File: config.mk
export PLATFORM = sky130hd
export DESIGN_NAME = timer_sequencer
export DESIGN_NICKNAME = d
export VERILOG_FILES = /design/src/rtl/timer_pkg.sv /design/src/rtl/timer_sequencer.sv
export SDC_FILE = /design/constraint.sdc
export NUM_CORES = 1
export LEC_CHECK = 0
export BUFFER_PORTS_ARGS = -buffer_cell sky130_fd_sc_hd__buf_2
export CAP_MARGIN = 15
export CORE_ASPECT_RATIO = 1.75
export CORE_MARGIN = 8
export CORE_UTILIZATION = 45
export DETAILED_ROUTE_END_ITERATION = 10
export GPL_TIMING_DRIVEN = 1
export MAX_ROUTING_LAYER = met4
export PLACE_DENSITY = 0.71
export REMOVE_ABC_BUFFERS = 1
export SLEW_MARGIN = 0
export SYNTH_ARGS = -nofsm -noshare
export SYNTH_HDL_FRONTEND = slang
export SYNTH_SLANG_ARGS = --single-unit
export TNS_END_PERCENT = 50
File: constraint.sdc
create_clock -name clk -period 2.8 [get_ports clk]
set_input_delay 0.14 -clock clk [delete_from_list [all_inputs] [get_ports clk]]
set_output_delay 0.14 -clock clk [all_outputs]
set_load 0.01 [all_outputs]
File: src/rtl/timer_pkg.sv
// Shared definitions for the 32-bit match timer and its sequencing controller:
// TCR/MCR bit positions, canned register values and the sequencer state encoding.
package timer_pkg;

   localparam int TCR_EN  = 0;
   localparam int TCR_RST = 1;

   // Each match channel owns three consecutive MCR bits: interrupt, reset, stop.
   localparam int MCR_CH_STRIDE = 3;
   localparam int MCR_INT       = 0;
   localparam int MCR_RST       = 1;
   localparam int MCR_STOP      = 2;

   localparam logic [7:0] TCR_IDLE = 8'h00;
   localparam logic [7:0] TCR_HOLD = 8'(1 << TCR_RST);
   localparam logic [7:0] TCR_RUN  = 8'(1 << TCR_EN);

   typedef enum logic [2:0] {
      ST_IDLE,
      ST_CLEAR,
      ST_LOAD,
      ST_RUN,
      ST_HALT
   } seq_state_e;

   function automatic logic [15:0] mcr_field(input int ch, input logic irq,
                                             input logic rst, input logic stp);
      logic [15:0] f;
      f = (16'(irq) << (ch * MCR_CH_STRIDE + MCR_INT))
        | (16'(rst) << (ch * MCR_CH_STRIDE + MCR_RST))
        | (16'(stp) << (ch * MCR_CH_STRIDE + MCR_STOP));
      return f;
   endfunction

   localparam logic [15:0] MCR_MR0_PERIODIC = mcr_field(0, 1'b1, 1'b1, 1'b0);

endpackage

File: src/rtl/timer_sequencer.sv
// Run-command sequencer for the match timer: clears, loads PR/MR0/MCR, enables
// counting, counts MR0 matches and halts after the requested periods or on abort.
module timer_sequencer
   import timer_pkg::*;
#(
   parameter int WIDTH = 32,
   parameter int CNT_W = 8
) (
   input  logic             clk,
   input  logic             reset,
   input  logic             start,
   input  logic             stop,
   input  logic [WIDTH-1:0] prescale,
   input  logic [WIDTH-1:0] period,
   input  logic [CNT_W-1:0] repeat_cnt,
   input  logic             match,
   output logic [7:0]       tcr_val,
   output logic [WIDTH-1:0] pr_val,
   output logic [WIDTH-1:0] mr0_val,
   output logic [15:0]      mcr_val,
   output logic             busy,
   output logic             done,
   output logic             aborted,
   output logic [CNT_W-1:0] tick_count
);

   seq_state_e       state_q;
   logic             clr_cnt_q;
   logic [WIDTH-1:0] prescale_q;
   logic [WIDTH-1:0] period_q;
   logic [CNT_W-1:0] repeat_q;
   logic [CNT_W-1:0] tick_count_q;
   logic [CNT_W-1:0] tick_count_d;
   logic             last_match_d;
   logic [7:0]       tcr_q;
   logic [WIDTH-1:0] pr_q;
   logic [WIDTH-1:0] mr0_q;
   logic [15:0]      mcr_q;
   logic             busy_q;
   logic             done_q;
   logic             aborted_q;

   // A repeat count of zero never completes; only stop ends a free run.
   always_comb begin
      tick_count_d = tick_count_q + CNT_W'(1);
      last_match_d = (repeat_q != '0) && (tick_count_d == repeat_q);
   end

   always_ff @(posedge clk) begin
      if (reset) begin
         state_q      <= ST_IDLE;
         clr_cnt_q    <= 1'b0;
         prescale_q   <= '0;
         period_q     <= '0;
         repeat_q     <= '0;
         tick_count_q <= '0;
         tcr_q        <= TCR_IDLE;
         pr_q         <= '0;
         mr0_q        <= '0;
         mcr_q        <= '0;
         busy_q       <= 1'b0;
         done_q       <= 1'b0;
         aborted_q    <= 1'b0;
      end else begin
         done_q <= 1'b0;
         case (state_q)
            ST_IDLE: begin
               tcr_q <= TCR_IDLE;
               if (start) begin
                  prescale_q   <= prescale;
                  period_q     <= period;
                  repeat_q     <= repeat_cnt;
                  tick_count_q <= '0;
                  clr_cnt_q    <= 1'b0;
                  tcr_q        <= TCR_HOLD;
                  busy_q       <= 1'b1;
                  state_q      <= ST_CLEAR;
               end
            end
            ST_CLEAR: begin
               if (stop) begin
                  state_q   <= ST_HALT;
                  tcr_q     <= TCR_HOLD;
                  done_q    <= 1'b1;
                  aborted_q <= 1'b1;
               end else if (clr_cnt_q) begin
                  pr_q    <= prescale_q;
                  mr0_q   <= period_q;
                  mcr_q   <= MCR_MR0_PERIODIC;
                  state_q <= ST_LOAD;
               end else begin
                  clr_cnt_q <= 1'b1;
               end
            end
            ST_LOAD: begin
               if (stop) begin
                  state_q   <= ST_HALT;
                  tcr_q     <= TCR_HOLD;
                  done_q    <= 1'b1;
                  aborted_q <= 1'b1;
               end else begin
                  tcr_q   <= TCR_RUN;
                  state_q <= ST_RUN;
               end
            end
            ST_RUN: begin
               if (match) begin
                  tick_count_q <= tick_count_d;
               end
               // A coincident match is counted first, so it can still complete the run.
               if (match && last_match_d) begin
                  state_q   <= ST_HALT;
                  tcr_q     <= TCR_HOLD;
                  done_q    <= 1'b1;
                  aborted_q <= 1'b0;
               end else if (stop) begin
                  state_q   <= ST_HALT;
                  tcr_q     <= TCR_HOLD;
                  done_q    <= 1'b1;
                  aborted_q <= 1'b1;
               end
            end
            ST_HALT: begin
               tcr_q   <= TCR_IDLE;
               busy_q  <= 1'b0;
               state_q <= ST_IDLE;
            end
            default: begin
               tcr_q   <= TCR_IDLE;
               busy_q  <= 1'b0;
               state_q <= ST_IDLE;
            end
         endcase
      end
   end

   assign tcr_val    = tcr_q;
   assign pr_val     = pr_q;
   assign mr0_val    = mr0_q;
   assign mcr_val    = mcr_q;
   assign busy       = busy_q;
   assign done       = done_q;
   assign aborted    = aborted_q;
   assign tick_count = tick_count_q;

endmodule

Word level (Yosys, flattened, before mapping)
Index checks and enable logic that the tools add are counted.
{"block": "word_totals", "regBits": 160, "inputBits": 77, "out_inout_bits": 99, "wordCells": 66}
{"block": "op_classes", "n_addsub": 1, "n_eq_ne": 9, "muxes": 26, "bitwise_logic": 2, "n_reduce_logical": 15}
{"cell": "$mux 8", "count": 4}
{"cell": "$pmux 8 s4", "count": 1}
{"cell": "$mux 3", "count": 6}
{"cell": "$pmux 8 s2", "count": 1}
{"cell": "$pmux 3 s4", "count": 1}
{"cell": "$reduce_and 3->1", "count": 4}
{"cell": "$add 8x1->8 const B", "count": 1}
{"cell": "$eq 8x8->1", "count": 1}
{"cell": "$pmux 1 s2", "count": 4}
{"cell": "$reduce_bool 8->1", "count": 1}
{"cell": "$mux 1", "count": 7}
{"cell": "$eq 3x2->1 const B", "count": 2}
{"cell": "$ne 2x2->1 const B", "count": 3}
{"cell": "$ne 3x3->1 const B", "count": 2}
{"cell": "$reduce_bool 2->1", "count": 3}
{"cell": "$mux 2", "count": 2}
{"cell": "$reduce_and 2->1", "count": 2}
{"cell": "$eq 3x1->1 const B", "count": 1}
{"cell": "$logic_not 3->1", "count": 1}
{"cell": "$reduce_or 3->1", "count": 1}
{"cell": "$logic_and 1x1->1", "count": 2}
{"cell": "$not 1->1", "count": 2}
{"cell": "$reduce_or 2->1", "count": 1}

Longest topological paths before layout
Gate-level depths: netlist of the first run.
{"block": "logic_depth", "ltp_word": 6, "mapped_depth": 8, "depth_no_buf": 6}

Worst setup path after synthesis of the first run
Ideal clock, no wire load.
{"block": "synth_path", "kind": "reg-to-reg", "start": "register tick_count_q[0], in the netlist tick_count[0]", "end": "register state_q[0]", "setup_ns": 0.142, "arrival_time_ns": 1.904, "required_ns": 2.658, "slack_ns": 0.754, "path_stages_with_launch": 8, "n_path_buf": 1, "period_less_slack_ns": 2.046, "path_cell_list": "dfxtp_1 ha_1 nand2b_1 o211a_1 o32a_1 nor4_4 buf_6 a41oi_2"}
{"block": "synth_via", "elab_chain_len": 6, "word_cells_on_any_way": 8, "classes_between": "add/sub (1); eq/ne (2); mux (2); reduce/logical (3)"}
{"item": "start, declared", "line": "timer_sequencer.sv:32", "rtl": "logic [CNT_W-1:0] tick_count_q;"}
{"item": "start signal, assigned", "line": "timer_sequencer.sv:108", "rtl": "tick_count_q <= tick_count_d;"}
{"item": "$add 8x1->8 *", "line": "timer_sequencer.sv:45", "rtl": "tick_count_d = tick_count_q + CNT_W'(1);"}
{"item": "$eq 8x8->1 *", "line": "timer_sequencer.sv:46", "rtl": "last_match_d = (repeat_q != '0) && (tick_count_d == repeat_q);"}
{"item": "$logic_and 1x1->1 *", "line": "timer_sequencer.sv:46"}
{"item": "$logic_and 1x1->1 *", "line": "timer_sequencer.sv:111", "rtl": "if (match && last_match_d) begin"}
{"item": "$mux 3 / $ne 3x3->1 (equally long branches)"}
{"item": "$pmux 3 s4 / $reduce_and 3->1 (equally long branches)"}
{"item": "end signal, assigned", "line": "timer_sequencer.sv:51", "rtl": "state_q <= ST_IDLE;"}
{"item": "end signal, assigned", "line": "timer_sequencer.sv:112", "rtl": "state_q <= ST_HALT;"}
{"item": "end signal, assigned", "line": "timer_sequencer.sv:117", "rtl": "state_q <= ST_HALT;"}
{"item": "end, declared", "line": "timer_sequencer.sv:27", "rtl": "seq_state_e state_q;"}
Mark *: on every way between the ends. The rest lies on a longest branch, timed or not.
A chain may end at the register's enable or synchronous reset.

Worst setup path after layout of the first run
Same ends and word-level chain as after synthesis.

==> results.json, run 1 <==
{
  "area_growth_syn_to_layout_pct": 37.2,
  "largest_net_degree_at_the_start_of_global_routing": 85,
  "netSwitchingPower_w": 0.00126,
  "cts_repair_resize_count": 0,
  "detailed_place_hpwl_um": 11200,
  "layout.filler_cells": 1176,
  "synth.yosys.seq_area_share": 0.532,
  "timing.setup.tns_ns": 0,
  "initial_antenna_violation_count": 1,
  "cell_internal_pwr_w": 0.00403,
  "end_kind": "register",
  "cts_inserted_buffers": 17,
  "finalHoldViolCount": 0,
  "worst_r2r_start": "tick_count[0]",
  "total_number_of_vias": 5908,
  "design.die.area_um2": 17500,
  "final_common_cell": "nand2_1",
  "synth_area_leaders": "dfxtp_1 (53%), nand2_1 (17%), a21oi_1 (13%)",
  "via_per_inst": 5.10,
  "cts_htree_levels": 4,
  "grt_overflow_total": 0,
  "first_global_vias": 5745,
  "ys_seq_elements": 160,
  "nNetsFinal": 1049,
  "clockPowerShare": 0.459,
  "final_cell_mix": "nand2_1 (278), dfxtp_1 (160), buf_2 (160), a21oi_1 (158), dlygate4sd3_1 (73)",
  "initial_detailed_routing_violation_count": 301,
  "cp-endpoint": "state_q[0]",
  "chipHeight_um": 169,
  "max_cap_violations": 0,
  "synth_largest_area_cell": "dfxtp_1",
  "area_share_of_the_largest_cell_type_after_synthesis": 0.532,
  "synthesis.area_um2": 6020,
  "r2r_end": "state_q[0]",
  "number_of_pins_exceeding_their_max_slew_limit_in_the_final_report": 0,
  "grt_util_all_layers": 0.208,
  "timing_worst_slew_pin_value_ns": 0.756,
  "clk_pin_slew_ns": 0.07,
  "routed_wirelength_um": 17500,
  "worstRegToRegCells": 7,
  "synth_ff_type": "dfxtp_1",
  "areal_power_density_over_the_cells_nw_per_um2": 640,
  "synth_enable_flop_cells": 0,
  "post_synth_inst_count": 763,
  "port_buffers": 161,
  "drt_pass1_iterations": 5,
  "worst-endpoint-required_ns": 3.06,
  "final.period_utilization": 0.787,
  "maxSlewHeadroom": 0.496,
  "fin_crit_ns": 2.20,
  "num_rows": 56,
  "cellLeakagePower_nw": 3.47,
  "clk-insertion-delay-late_ns": 0.42,
  "weighted_congestion_reported_at_the_end_of_routability_driven_placement": 0.888,
  "die_x_um": 103,
  "clk_root_buffer_cell": "clkbuf_16",
  "power_frac_comb": 0.085,
  "timing.critical_path.from_type": "register",
  "finClkSkew_ns": 0.0105,
  "postSynth.asyncResetShare": 0,
  "swShare": 0.238,
  "setup_viol": 0,
  "vdd.ir_drop.worst_uv": 467,
  "post_synth_num_cell_types": 44,
  "power.sequential.fraction": 0.456,
  "worst-endpoint-arrival_ns": 2.46,
  "clock_tree_from_tritoncts": "built",
  "antenna_left": 0,
  "clock_path_buffers": 2,
  "synthesis.yosys.warnings": 0,
  "fp.coreArea_um2": 13200,
  "grt_setup_unrepaired": "no",
  "final_routed_drc_violation_total": 0,
  "setup.worst_path.start": "tick_count[0]",
  "hold_path.class": "in -> reg",
  "synthesis.area_per_instance_um2": 7.89,
  "r2r_slack_ns": 0.60,
  "maxClockFrequency_mhz": 454,
  "worstPathMaxFanout": 13,
  "initial_core_util": 0.455,
  "io_pins": 176,
  "routed_wire_length_per_instance_um": 15.1,
  "clock-sinks": 160,
  "worstHoldPathCells": 3,
  "outcome": "finished clean",
  "criticalPathCategory": "reg -> reg",
  "drive_above_1_share": 0.216,
  "finish.utilization": 0.624,
  "grt_pass1_wl_um": 27800
}
==> layout make-up <==
class / count / area (um2) / area share
Sequential cell: 160 / 3200 / 0.388
Inverter: 2 / 7.51 / 0.000908
Timing Repair Buffer: 246 / 1680 / 0.203
Antenna cell: 1 / 2.50 / 0.000303
Multi-Input combinational cell: 544 / 2530 / 0.306
Clock buffer: 19 / 453 / 0.0548
Clock inverter: 12 / 174 / 0.0210
Tap cell: 174 / 218 / 0.0263
==> per-layer routing <==
metal | vias up | track usage | wire, um
li1 | 2900 | - | -
met1 | 2738 | 0.207 | 6370
met2 | 212 | 0.351 | 9160
met3 | 58 | 0.0481 | 1030
met4 | 0 | 0.137 | 957
met5 | - | - | 0
==> cells by family after synthesis <==
logic type / count (synthesis) / synth area share
simple gates: 337 / 0.232
flops: 160 / 0.532
fa+ha+maj: 1 / 0.00208
buf+inv: 72 / 0.0588
xor+xnor: 5 / 0.00727
other cells: 1 / 0.000623
compound gates: 187 / 0.168
==> power groups by stage <==
stage / clock network (W) / registers, W / logic [W]
finish: 0.00243 / 0.00241 / 0.000448
global route: 0.00257 / 0.00242 / 0.000495
CTS: 0.00249 / 0.00241 / 0.000447
detailed placement: 0 / 0.00246 / 0.000365
global placement: 0 / 0.00246 / 0.000363
floorplan: 0 / 0.00245 / 0.000198
==> sequential cells by signal, summed over array words and instances (netlist names) <==
| register | count |
|---|---|
| aborted | 1 |
| clr_cnt_q | 1 |
| mr0_val | 32 |
| period_q | 32 |
| pr_val | 32 |
| busy | 1 |
| repeat_q | 8 |
| tick_count | 8 |
| tcr_val | 8 |
| state_q | 3 |
| mcr_val | 1 |
| prescale_q | 32 |
| done | 1 |
==> through the flow <==
step	hold slack [ns]	setup slack [ns]	cell area [um2]	power [W]	instances
finish	0.0276	0.597	8260	0.00529	1158
global route	0.0584	0.479	8260	0.00548	1158
CTS	0.0185	0.596	8260	0.00534	1157
detailed placement	0.386	0.603	6900	0.00283	1053
global placement	0.381	0.659	6900	0.00282	1053
floorplan	0.209	-4.70	5730	0.00265	706
==> how the worst min path moves through the flow <==
| stage | endpoint | slack (ns) | start |
|---|---|---|---|
| 2_1_floorplan | clr_cnt_q | 0.21 | reset |
| 3_3_place_gp | prescale_q[6] | 0.38 | prescale[6] |
| 3_5_place_dp | prescale_q[6] | 0.39 | prescale[6] |
| 4_1_cts | busy | 0.02 | start |
| 5_1_grt | busy | 0.06 | start |
| 6_report | busy | 0.03 | start |
==> synthesized netlist by cell type, types with 4 or more instances <==
library cell / instances
o21ai_0: 8
a31oi_1: 4
a21oi_1: 158
buf_4: 15
nand2_1: 278
xor2_1: 4
dfxtp_1: 160
nand2b_1: 5
nor2_1: 18
buf_2: 16
nand3_1: 9
clkbuf_1: 37
==> critical path, stage by stage, from the launching register on <==
cell      delay [ns]
dfxtp_1         0.45
ha_1            0.27
nand2b_1        0.09
o211a_1         0.21
o32a_1          0.36
nor4_4          0.31
buf_4           0.24
a41oi_2         0.12
==> repair_timing <==
item / in CTS / in global routing
endpoints found under the setup margin: 0 / 0
setup buffers: 0 / 0
hold endpoints to repair: 73 / 0
hold buffers: 73 / 0
(Power assumes the default switching activity.)
==> run 2: changes to the inputs <==
--- a/config.mk
+++ b/config.mk
@@ -13,7 +13,7 @@
 export DETAILED_ROUTE_END_ITERATION = 10
 export GPL_TIMING_DRIVEN = 1
 export MAX_ROUTING_LAYER = met4
-export PLACE_DENSITY = 0.71
+export PLACE_DENSITY = 0.74
 export REMOVE_ABC_BUFFERS = 1
 export SLEW_MARGIN = 0
 export SYNTH_ARGS = -nofsm -noshare
==> constraint.sdc (replaced) <==
create_clock -name clk -period 1.77 [get_ports clk]
set_input_delay 0.0885 -clock clk [delete_from_list [all_inputs] [get_ports clk]]
set_output_delay 0.0885 -clock clk [all_outputs]
set_load 0.01 [all_outputs]
==> run 2 against run 1 <==
The run now ends with negative hold slack, negative setup slack left. Critical path depth unchanged. Hold slack worse by 0.064 ns. Count of clock-buffer cells in the layout increased by 1. First-iteration DRC count rose by 28%. Design area increased by 3.0%. Combinational power up 71%. Highest routed layer unchanged. Largest power group is now registers. Wire length up 3.9%.
==> results.json, run 2 (same netlist as run 1, synthesis figures left out) <==
{
  "areal_power_density_over_the_cells_nw_per_um2": 956,
  "vdd.ir_drop.worst_uv": 699,
  "weighted_congestion_reported_at_the_end_of_routability_driven_placement": 0.920,
  "clock_path_buffers": 2,
  "number_of_pins_exceeding_their_max_slew_limit_in_the_final_report": 0,
  "largest_net_degree_at_the_start_of_global_routing": 149,
  "max_cap_violations": 0,
  "timing.critical_path.from_type": "register",
  "worstPathMaxFanout": 13,
  "initial_antenna_violation_count": 0,
  "failed_checks": "negative hold slack, negative setup slack",
  "clock_tree_from_tritoncts": "built",
  "worst_r2r_start": "tick_count[0]",
  "timing_worst_slew_pin_value_ns": 0.643,
  "chipHeight_um": 169,
  "worstHoldPathCells": 2,
  "antenna-diode-count": 0,
  "clk_pin_slew_ns": 0.06,
  "cts_htree_levels": 4,
  "num_rows": 56,
  "post_placement_worst_setup_slack_ns": -0.160,
  "fin_hold_ws_ns": -0.0364,
  "area_growth_syn_to_layout_pct": 41.3,
  "worstRegToRegCells": 7,
  "final_cell_mix": "nand2_1 (278), buf_2 (160), a21oi_1 (158), dfxtp_1 (155), dlygate4sd3_1 (73)",
  "io_pins": 176,
  "via_per_inst": 5.09,
  "finClkSkew_ns": 0.0115,
  "criticalPathCategory": "reg -> reg",
  "outcome": "complete, but fails checks",
  "routed_wire_length_per_instance_um": 15.4,
  "routed_wirelength_um": 18200,
  "detailed_place_hpwl_um": 11200,
  "whs_endpoint": "state_q[0]",
  "grt_overflow_total": 0,
  "min-delay-start": "match",
  "die_x_um": 103,
  "clk-insertion-delay-late_ns": 0.42,
  "design.die.area_um2": 17500,
  "initial_core_util": 0.455,
  "drive_above_1_share": 0.247,
  "r2r_end": "state_q[0]",
  "fp.coreArea_um2": 13200,
  "initial_detailed_routing_violation_count": 386,
  "final_common_cell": "nand2_1",
  "power_w": 0.00814,
  "grt_util_all_layers": 0.211,
  "timing.setup.tns_ns": -0.0361,
  "end_kind": "register",
  "final_critical_path_setup_slack_ns": -0.0283,
  "setup_viol": 2,
  "drt_pass1_iterations": 5,
  "maxClockFrequency_mhz": 556,
  "grt_setup_unrepaired": "yes",
  "first_global_vias": 6002,
  "post-place-cells": 1076,
  "total_number_of_vias": 6008,
  "port_buffers": 161,
  "final_routed_drc_violation_total": 0,
  "worst-endpoint-arrival_ns": 2.08,
  "finalHoldViolCount": 2,
  "post_layout_nonfiller_instances": 1181,
  "final.period_utilization": 1.02,
  "worst-endpoint-required_ns": 2.05,
  "clock-sinks": 160,
  "hold_path.class": "in -> reg",
  "maxSlewHeadroom": 0.571,
  "clk_root_buffer_cell": "clkbuf_16",
  "fin_crit_ns": 1.80,
  "cts_inserted_buffers": 17,
  "quantity_of_hold_fixing_buffers_added_after_cts": 73,
  "nNetsFinal": 1072,
  "cellLeakagePower_nw": 3.59,
  "antenna_left": 0,
  "r2r_slack_ns": -0.03,
  "grt_pass1_wl_um": 28100
}
-- run 2: worst max-delay path by stage --
stage	start	endpoint	slack, ns	depth (start not counted)
after floorplan	state_q[0]	tick_count[6]	-5.73	5
after global placement	tick_count[0]	state_q[0]	-0.14	7
after detailed placement	tick_count[0]	state_q[0]	-0.16	7
after CTS	tick_count[0]	state_q[0]	-0.08	7
after global routing	tick_count[0]	state_q[0]	-0.08	7
final	tick_count[0]	state_q[0]	-0.03	7
-- run 2: worst max-delay path, cell delays in order, from the launching register on --
cell and delay [ns]:
dfxtp_2 0.33, ha_2 0.20, nand2b_1 0.09, o211a_1 0.21, o32a_1 0.36, nor4_4 0.20
buf_12 0.17, a41oi_2 0.10
-- run 2: routing by layer --
metal  up-vias  GRT usage  share of wire  wire [um]
met4         0      0.122          0.042        773
met1      2793      0.205           0.37       6780
met2       204      0.370           0.54       9840
met3        52     0.0424          0.045        812
li1       2959          -              -          -
met5         -          -              0          0
-- run 2: repair_timing --
item	in CTS	in global routing
hold endpoints to repair	75	2
setup buffers	0	0
resized for setup	2	14
pin swaps	1	1
endpoints found under the setup margin	13	15
-- run 2: power by group --
| group | switching [W] | internal [W] |
|---|---|---|
| registers | 0.0000740 | 0.00373 |
| logic | 0.000411 | 0.000354 |
| clock network | 0.00152 | 0.00205 |
| total | 0.00201 | 0.00613 |
-- run 2: through the flow --
step | util | cell area, um2
floorplan | - | 5730
global placement | 0.539 | 7140
detailed placement | 0.539 | 7140
CTS | 0.639 | 8460
global route | 0.643 | 8510
finish | 0.643 | 8510
-- run 2: cell type report --
class                           count  area (um2)
Sequential cell                   160        3210
Clock buffer                       20         457
Timing Repair Buffer              269        1920
Fill cell                        1144        4730
Clock inverter                     12         124
Inverter                            2        7.51
Multi-Input combinational cell    544        2580
Tap cell                          174         218
==> run 3: changes to the inputs <==
--- a/config.mk
+++ b/config.mk
@@ -13,8 +13,9 @@
 export DETAILED_ROUTE_END_ITERATION = 10
 export GPL_TIMING_DRIVEN = 1
 export MAX_ROUTING_LAYER = met4
-export PLACE_DENSITY = 0.74
+export PLACE_DENSITY_LB_ADDON = 0.15
 export REMOVE_ABC_BUFFERS = 1
+export SETUP_SLACK_MARGIN = 0.2
 export SLEW_MARGIN = 0
 export SYNTH_ARGS = -nofsm -noshare
 export SYNTH_HDL_FRONTEND = slang
==> constraint.sdc (replaced) <==
create_clock -name clk -period 1.77 [get_ports clk]
set_input_delay 0.2655 -clock clk [delete_from_list [all_inputs] [get_ports clk]]
set_output_delay 0.2655 -clock clk [all_outputs]
set_load 0.01 [all_outputs]
==> run 3 against run 2 <==
The flow finishes with violations (negative setup slack). Combinational power shrank 13%. Critical path depth rose by 1. Sequential power barely moved. Sequential share of layout area grew 2.5 points. Wire length is 4.3% lower. Critical endpoint is now tcr_val[3]. Largest power group unchanged. Highest routed layer unchanged.
==> results.json, run 3 (same netlist as run 1, synthesis figures left out) <==
{
  "design.die.area_um2": 17500,
  "outcome": "complete, but fails checks",
  "weighted_congestion_reported_at_the_end_of_routability_driven_placement": 0.823,
  "cts_htree_levels": 4,
  "final_cell_mix": "nand2_1 (278), buf_2 (160), a21oi_1 (154), dfxtp_1 (150), buf_4 (32)",
  "grt_util_all_layers": 0.204,
  "nNetsFinal": 1008,
  "placement.cell_area_um2": 7130,
  "finalHoldViolCount": 0,
  "detailed_place_hpwl_um": 11700,
  "timing.critical_path.from_type": "register",
  "grt_overflow_total": 0,
  "power.sequential.fraction": 0.475,
  "final_routed_drc_violation_total": 0,
  "total_number_of_vias": 5655,
  "worst-endpoint-arrival_ns": 2.18,
  "drive_above_1_share": 0.296,
  "area_growth_syn_to_layout_pct": 33.4,
  "clk-insertion-delay-late_ns": 0.42,
  "final_common_cell": "nand2_1",
  "quantity_of_hold_fixing_buffers_added_after_cts": 0,
  "number_of_pins_exceeding_their_max_slew_limit_in_the_final_report": 0,
  "initial_antenna_violation_count": 0,
  "timing.critical_path.max_delay_family": "compound AO/OA/AOI/OAI gates",
  "finClkSkew_ns": 0.0104,
  "multi_input_gate_area_in_the_final_layout_um2": 2720,
  "largest_net_degree_at_the_start_of_global_routing": 149,
  "worstPathMaxFanout": 6,
  "post-place-cells": 1073,
  "power_frac_comb": 0.083,
  "grt_setup_unrepaired": "yes",
  "vdd.ir_drop.worst_uv": 684,
  "layout.filler_cells": 1204,
  "netSwitchingPower_w": 0.00203,
  "maxClockFrequency_mhz": 528,
  "die_x_um": 103,
  "final_critical_path_setup_slack_ns": -0.125,
  "path_cells": "ha_4, nand2b_4, o211a_1, o32a_1, nor4_4, buf_4, clkbuf_16, a21oi_1",
  "failed_checks": "negative setup slack",
  "clock_path_buffers": 2,
  "hold_path.class": "in -> reg",
  "clock-sinks": 160,
  "fin_crit_ns": 1.89,
  "cellLeakagePower_nw": 3.37,
  "power_w": 0.00801,
  "antenna-diode-count": 0,
  "cpMaxStageDelayCell": "o32a_1",
  "clock_tree_from_tritoncts": "built",
  "clockPowerShare": 0.443,
  "cell_internal_pwr_w": 0.00598,
  "max_stage_delay_ns": 0.38,
  "r2r_slack_ns": -0.12,
  "routed_wire_length_per_instance_um": 15.6,
  "max_cap_violations": 0,
  "areal_power_density_over_the_cells_nw_per_um2": 997,
  "first_global_vias": 5632,
  "worst-endpoint-required_ns": 2.06,
  "timing.setup.tns_ns": -1.16,
  "port_buffers": 161,
  "setup_viol": 13,
  "io_pins": 176,
  "initial_core_util": 0.455,
  "initial_detailed_routing_violation_count": 288,
  "path_buf_inv": 2,
  "clk_root_buffer_cell": "clkbuf_16",
  "post_layout_nonfiller_instances": 1117,
  "drt_pass1_iterations": 6,
  "swShare": 0.254,
  "cts_inserted_buffers": 17,
  "timing_worst_slew_pin_value_ns": 0.688,
  "maxSlewHeadroom": 0.541,
  "criticalPathCategory": "reg -> reg",
  "routed_wirelength_um": 17400,
  "num_rows": 56,
  "grt_pass1_wl_um": 27300,
  "finish.utilization": 0.607,
  "final_design_area_no_fill_um2": 8040,
  "clk_pin_slew_ns": 0.07,
  "fp.coreArea_um2": 13200,
  "end_kind": "register",
  "register_area_um2": 3230,
  "final.period_utilization": 1.07,
  "via_per_inst": 5.06,
  "antenna_left": 0,
  "chipHeight_um": 169
}
[run 3: worst register-to-register path, delay by kind of cell (launching register included)]
| family | cells | cell delay, ns |
|---|---|---|
| and+or+nand+nor | 2 | 0.27 |
| AOI/OAI and AO/OA | 3 | 0.65 |
| DFF | 1 | 0.36 |
| adders and majority gates | 1 | 0.17 |
| buffers and inverters | 2 | 0.32 |
[run 3: final cells by class]
cell class                 count  share of cell area
clock inverter                15              0.0181
sequential                   160               0.402
tap                          174              0.0271
clock buffer                  17              0.0529
multi-input combinational    544               0.339
timing repair buffer         205               0.160
inverter                       2            0.000934
[run 3: metal layers]
metal / vias up / share of wire / GRT usage
met5: - / 0 / -
met4: 0 / 0.016 / 0.0633
met3: 26 / 0.045 / 0.0383
met2: 152 / 0.54 / 0.359
met1: 2659 / 0.40 / 0.222
li1: 2818 / - / -
[run 3: path summary, 6_finish.rpt]
path | start | endpoint | cells after the start
worst min-delay path | prescale[18] | prescale_q[18] | 3
worst max register to register | tick_count[1] | tcr_val[3] | 8
worst max-delay path | tick_count[1] | tcr_val[3] | 8
worst min register to register | prescale_q[18] | pr_val[18] | 2
[run 3: power groups by stage]
stage	Clock [W]	Sequential, W	Combinational, W
global placement	0	0.00388	0.000610
detailed placement	0	0.00388	0.000623
finish	0.00354	0.00380	0.000662
floorplan	0	0.00388	0.000313
global route	0.00377	0.00382	0.000730
CTS	0.00362	0.00380	0.000652
[run 3: timing repair]
item,4_1_cts,5_1_grt
pin swaps,13,5
endpoints found under the setup margin,67,155
setup buffers,7,4
gates resized for setup,34,22
cloned,1,0
[run 3: metrics by stage]
step	setup WS, ns	hold slack [ns]
after global placement	-0.206	0.435
after detailed placement	-0.248	0.445
after global routing	-0.145	0.0718
after CTS	-0.128	0.0634
after floorplan	-5.73	0.335
final	-0.125	0.0777
